$ cat src/rtl/bcd_score_tracker.sv
// Game score tracker: BCD live score with tick divider, level milestones,
// high-score capture on game over, and a registered display mux.
module bcd_score_tracker #(
    parameter int unsigned DIGITS      = 4,
    parameter int unsigned TICK_DIV    = 1,
    parameter int unsigned LEVEL_DIGIT = 2,
    parameter int unsigned LEVEL_W     = 3
) (
    input  logic                  clk,
    input  logic                  rst,
    input  logic                  game_start,
    input  logic                  game_frozen,
    input  logic                  game_tick,
    input  logic                  show_high,
    output logic [4*DIGITS-1:0]   score,
    output logic [4*DIGITS-1:0]   high_score,
    output logic [4*DIGITS-1:0]   disp,
    output logic [LEVEL_W-1:0]    level,
    output logic                  milestone_pulse,
    output logic                  new_high
);

    localparam int unsigned SW    = 4 * DIGITS;
    localparam int unsigned DIV_W = $clog2(TICK_DIV + 1);
    localparam logic [DIV_W-1:0] DIV_LAST = DIV_W'(TICK_DIV - 1);

    typedef enum logic [1:0] {
        S_IDLE,
        S_RUN,
        S_OVER
    } state_t;

    state_t             state_q, state_d;
    logic [DIV_W-1:0]   div_q, div_d;
    logic [SW-1:0]      score_q, score_d;
    logic [SW-1:0]      high_q, high_d;
    logic [SW-1:0]      disp_q, disp_d;
    logic [LEVEL_W-1:0] level_q, level_d;
    logic               ms_q, ms_d;
    logic               nh_q, nh_d;

    logic [SW-1:0]      score_inc;
    logic               all_nines;
    logic               low_nines;

    // Decimal ripple increment; low_nines means the carry reaches LEVEL_DIGIT.
    always_comb begin
        logic carry;
        carry     = 1'b1;
        score_inc = score_q;
        all_nines = 1'b1;
        low_nines = 1'b1;
        for (int unsigned i = 0; i < DIGITS; i++) begin
            if (score_q[4*i +: 4] != 4'd9) begin
                all_nines = 1'b0;
                if (i < LEVEL_DIGIT) begin
                    low_nines = 1'b0;
                end
            end
            if (carry) begin
                if (score_q[4*i +: 4] == 4'd9) begin
                    score_inc[4*i +: 4] = 4'd0;
                end else begin
                    score_inc[4*i +: 4] = score_q[4*i +: 4] + 4'd1;
                    carry               = 1'b0;
                end
            end
        end
    end

    always_comb begin
        state_d = state_q;
        div_d   = div_q;
        score_d = score_q;
        high_d  = high_q;
        level_d = level_q;
        ms_d    = 1'b0;
        nh_d    = nh_q;
        disp_d  = show_high ? high_q : score_q;

        if (game_start) begin
            state_d = S_RUN;
            div_d   = '0;
            score_d = '0;
            level_d = '0;
            nh_d    = 1'b0;
        end else begin
            case (state_q)
                S_RUN: begin
                    if (game_frozen) begin
                        state_d = S_OVER;
                        // Valid BCD orders the same as plain binary.
                        if (score_q > high_q) begin
                            high_d = score_q;
                            nh_d   = 1'b1;
                        end
                    end else if (game_tick) begin
                        if (div_q == DIV_LAST) begin
                            div_d = '0;
                            if (!all_nines) begin
                                score_d = score_inc;
                                ms_d    = low_nines;
                                if (low_nines && (level_q != '1)) begin
                                    level_d = level_q + 1'b1;
                                end
                            end
                        end else begin
                            div_d = div_q + 1'b1;
                        end
                    end
                end
                default: ;
            endcase
        end
    end

    always_ff @(posedge clk) begin
        if (rst) begin
            state_q <= S_IDLE;
            div_q   <= '0;
            score_q <= '0;
            high_q  <= '0;
            disp_q  <= '0;
            level_q <= '0;
            ms_q    <= 1'b0;
            nh_q    <= 1'b0;
        end else begin
            state_q <= state_d;
            div_q   <= div_d;
            score_q <= score_d;
            high_q  <= high_d;
            disp_q  <= disp_d;
            level_q <= level_d;
            ms_q    <= ms_d;
            nh_q    <= nh_d;
        end
    end

    assign score           = score_q;
    assign high_score      = high_q;
    assign disp            = disp_q;
    assign level           = level_q;
    assign milestone_pulse = ms_q;
    assign new_high        = nh_q;

endmodule

$ cat config.mk
export PLATFORM = sky130hd
export DESIGN_NAME = bcd_score_tracker
export DESIGN_NICKNAME = d
export VERILOG_FILES = /design/src/rtl/bcd_score_tracker.sv
export SDC_FILE = /design/constraint.sdc
export NUM_CORES = 1
export LEC_CHECK = 0
export CORE_UTILIZATION = 30
export CTS_CLUSTER_DIAMETER = 150
export DETAILED_ROUTE_END_ITERATION = 16
export GPL_TIMING_DRIVEN = 1
export HOLD_SLACK_MARGIN = 0.1
export SYNTH_ARGS = -nofsm -noshare
export SYNTH_HDL_FRONTEND = slang
export SYNTH_SLANG_ARGS = --single-unit
export TNS_END_PERCENT = 1
$ cat constraint.sdc
create_clock -name clk -period 2.2 [get_ports clk]
set_input_delay 0.33 -clock clk [delete_from_list [all_inputs] [get_ports clk]]
set_output_delay 0.33 -clock clk [all_outputs]
set_load 0.03 [all_outputs]
# Yosys cells after proc, flatten, opt, wreduce, memory -nomap -nowiden
# Index checks and enable logic that the tools add are counted.
dict set report word_totals {
  register_bits 56
  in_bits 6
  output_inout_bits 53
  wordCells 68
}
dict set report op_classes {
  addsub 6
  order_cmp 1
  n_eq_ne 10
  n_mux 18
  n_bitwise 6
  reduce_logical 15
}
# cell n
set op_table {}
lappend op_table {{6-bit AND reduction} 4}
lappend op_table {{4-bit by 1-bit adder with 4-bit output, second input constant} 4}
lappend op_table {{4-bit equality test, second input constant} 4}
lappend op_table {{16-bit > comparator} 1}
lappend op_table {{16-bit 2-to-1 mux} 1}
lappend op_table {{4-bit 2-to-1 mux} 4}
lappend op_table {{4-bit != test, second input constant} 4}
lappend op_table {{1-bit 2-to-1 mux} 13}
lappend op_table {{7-bit OR reduction} 1}
lappend op_table {{1-bit inverter} 6}
lappend op_table {{3-bit AND reduction} 2}
lappend op_table {{5-bit AND reduction} 1}
lappend op_table {{2-bit AND reduction} 2}
lappend op_table {{4-bit AND reduction} 1}
lappend op_table {{2-bit nonzero test} 2}
lappend op_table {{3-bit by 1-bit adder with 3-bit output, second input constant} 1}
lappend op_table {{3-bit != test, second input constant} 1}
lappend op_table {{2-bit by 1-bit equality test with 1-bit output, second input constant} 1}
lappend op_table {{2-bit OR reduction} 1}
lappend op_table {{1-bit adder, second input constant} 1}
lappend op_table {{1-bit logical AND} 1}

# Depth between registers and ports, before layout
dict set report depth {
  ltp_word 7
  ltp_mapped 8
  mapped_depth_nobuf 7
}

# Worst setup path before layout
# No wires, ideal clock.
dict set report synth_path {
  path_kind {register to register}
  start {register score_q[0], in the netlist score[0]}
  end {register high_q[9], in the netlist high_score[9]}
  setup_time_ns 0.072
  arrival_time_ns 2.367
  t_required_ns 2.128
  slack_ns -0.238
  stages_incl_launch_ff 9
  n_path_buf 1
  cell_sequence {dfxtp_1 inv_1 ha_1 nor2b_1 o211ai_1 a2111o_1 a311oi_4 buf_8 mux2i_1}
}
dict set report synth_via {
  elab_chain_cells 2
}
# item line
set synth_lines {}
lappend synth_lines {{start: declaration} 35} ;# logic [SW-1:0] score_q, score_d;
lappend synth_lines {{start signal: assignment} 130} ;# score_q <= score_d;
lappend synth_lines {{16-bit > comparator} 93} ;# if (score_q > high_q) begin
lappend synth_lines {{4-bit AND reduction (no line)} n/a}
lappend synth_lines {{end signal: assignment} 131} ;# high_q <= high_d;
lappend synth_lines {{end: declaration} 36} ;# logic [SW-1:0] high_q, high_d;
# Every way passes these cells.
# A chain may end at the register's enable or synchronous reset.

# Worst setup path after layout
dict set report layout_path {
  start {register high_q[7], in the netlist high_score[7]}
  end {register high_q[12], in the netlist high_score[12]}
}
dict set report layout_via {
  elab_chain_cells 2
}
# item line
set layout_lines {}
lappend layout_lines {{16-bit > comparator} 93}
lappend layout_lines {{4-bit AND reduction (no line)} n/a}
# Every way passes these cells.

==> flow_metrics.tcl <==
set metrics [dict create \
    p_total_uw 1855 \
    cp_max_fo 7 \
    synthArstFlopShare 0 \
    p_comb_frac 0.037 \
    hpwl_mm 4.778 \
    irDropWorstVdd_v 0.0002601 \
    hold_class "reg2reg" \
    drt_pass1_iterations 6 \
    regToRegStartpoint "high_score[7]$_SDFFE_PP0P_" \
    rsz0062_at_grt "true" \
    power.switching_uw 380.6 \
    syn_avg_cell_area_um2 9.229 \
    seq_power_share 0.533 \
    first_iter_violations 156 \
    worstSkewPairLatency_ns 0.31 \
    via_per_inst 4.795 \
    cts_tree "yes" \
    status "finished, final reports clean" \
    die_area_um2 9711 \
    post-cts-setup-buffers 0 \
    hold_ws_ns 0.4932 \
    avgRoutedWirePerCell_um 13.09 \
    layout_commonest_cell "clkdlybuf4s50_1" \
    pin_count 59 \
    syn_nets 327 \
    core-area_um2 8891 \
    setup_ws_ns 0.1083 \
    synthMuxAreaShare 0.1289 \
    die_y_um 98.55 \
    cts-root-buf "clkbuf_8" \
    place_ws_ns 0.03692 \
    htreeDepth 2 \
    worstMarginPinSlew_ns 0.3968 \
    power.density_nw_per_um2 484.9 \
    p_sw_frac 0.2052 \
    num_antenna_cells 0 \
    clock_sinks 55 \
    vias 2335 \
    slew_headroom 0.7355 \
    die_w_um 98.55 \
    min_from "high_score[3]$_SDFFE_PP0P_" \
    fmax_mhz 478.1 \
    fin_nets 402 \
    synth_fa_ha_area_frac 0.08054 \
    finalInstanceArea_um2 3825 \
    synthFlopType "dfxtp_1" \
    required_ns 2.45 \
    max_cap_violations 0 \
    arrival_ns 2.34 \
    detail-route-antenna-nets 0 \
    gp_congestion 0.7855 \
    synth_compound_area_frac 0.09441 \
    seq_area_frac_synth 0.3937 \
    io_buffers 58 \
    p_int_uw 1474 \
    p_clk_frac 0.430 \
    start_util 0.3145 \
    synth_top_family_by_area "simple AND/OR/NAND/NOR gates" \
    clockBufferDepth 2 \
    yosysUniqueCellTypes 43 \
    fin_worst_skew_ns 0.01147 \
    grt_pass1_vias 2081 \
    rows 34 \
    antenna_found_initial 0 \
    fin_crit_sh 0.9508 \
    period_needed_ns 2.092 \
    slew_viol_final 0 \
    ctsResizeCount 0 \
    grt_pass1_wl_mm 10.48 \
    timing_hold_violations_final 0 \
    criticalPathCategory "reg2reg" \
    grt_max_degree 50 \
    grt_usage 0.1346 \
    synth_edf_count 0 \
    routed_wl_mm 6.377 \
    cts-buffers-inserted 5 \
    synthesis.area_um2 2796 \
    final_cell_mix "58 x clkdlybuf4s50_1, 36 x mux2i_1, 33 x nand2b_1" \
    crit_path_end_kind "register" \
    ys_warn_count 0 \
    synthXorXnorAreaFrac 0.01566 \
    startpoint_type "register" \
    drcViolationCount 0 \
    drive_gt1_frac 0.1900 \
    grt-ovfl-total 0 \
    ys_ff_latch 55 \
    place_area_um2 3692 \
    startpoint "high_score[7]$_SDFFE_PP0P_" \
    syn_inst 303 \
    p_leak_uw 0.001395 \
    hold_buffers 0 \
    areaGrowthSynthToFinish_pct 36.78 \
    finalSetupViolCount 0 \
    cts.clk_slew.worst_paths_ns 0.10 \
    synth-simple-area-share 0.2398 \
]
## cells in the mapped netlist (3+ instances only)
master    instances  area share
a21oi_1          20       0.036
clkbuf_1          9       0.012
dfxtp_1          55        0.39
ha_1             18       0.081
inv_1            20       0.027
mux2i_1          36        0.13
nand2_1          15       0.020
nand2b_1         33       0.074
nand3_1           4      0.0072
nand3b_1          3      0.0081
nand4_1           6       0.013
nor2_1           31       0.042
nor2b_1           3      0.0067
o211ai_1          5       0.013
o21ai_0           4      0.0072
or3_1             3      0.0067
xnor2_1           3      0.0094
## state kept, by name, summed over array words and instances, names as in the netlist
register / cells
disp: 16
high_score: 16
level: 3
milestone_pulse: 1
new_high: 1
score: 16
state_q: 2
## logic make-up after synthesis
kind of cell	count (synthesis)
buffers and inverters	32
AND/OR/NAND/NOR	117
adder cells (fa/ha/maj)	18
AO/OA/AOI/OAI	40
XOR/XNOR	5
multiplexers	36
flip-flops	55
## power by group through the flow
stage / Sequential (µW) / Clock, µW / Combinational [µW]
after floorplan: 1010 / 0 / 43.1
final: 990 / 797 / 68.6
after global routing: 990 / 863 / 74.1
after global placement: 1010 / 0 / 69.4
after CTS: 990 / 819 / 69.6
after detailed placement: 1010 / 0 / 69.5
## per-layer routing
layer	up-vias	wire, µm	track usage
met4	0	47	0.03444
met5	-	0	0
met1	1074	3185	0.1883
met3	4	269	0.02766
li1	1192	-	-
met2	65	2875	0.2113
## layout make-up
cell class	count	area [µm²]
Fill cell	885	5066
Multi-Input combinational cell	216	1577
Sequential cell	55	1160
Timing Repair Buffer	80	745.7
Tap cell	108	135.1
Inverter	20	75.07
Clock buffer	6	72.57
Clock inverter	2	60.06
## path summary, 6_finish.rpt
path	end	slack (ns)	depth (start not counted)
min reg2reg	high_score[3]$_SDFFE_PP0P_	0.49	2
max reg2reg	high_score[12]$_SDFFE_PP0P_	0.11	7
min	high_score[3]$_SDFFE_PP0P_	0.49	2
max	high_score[12]$_SDFFE_PP0P_	0.11	7
## per-stage QoR
stage	instances	util	TNS, ns
6_report	487	0.4302	0
5_1_grt	487	0.4302	-0.1398
4_1_cts	487	0.4302	0
3_5_place_dp	479	0.4153	0
3_3_place_gp	479	0.4153	0
2_1_floorplan	303	-	-0.05871
## worst max-delay path: stages (launching register included)
cell,delay (ns)
dfxtp_4,0.37
inv_1,0.05
ha_1,0.31
nand4_1,0.16
a2111o_1,0.47
a311oi_4,0.25
buf_4,0.24
mux2i_1,0.19
Note: power is estimated with default switching activity, not from simulation.
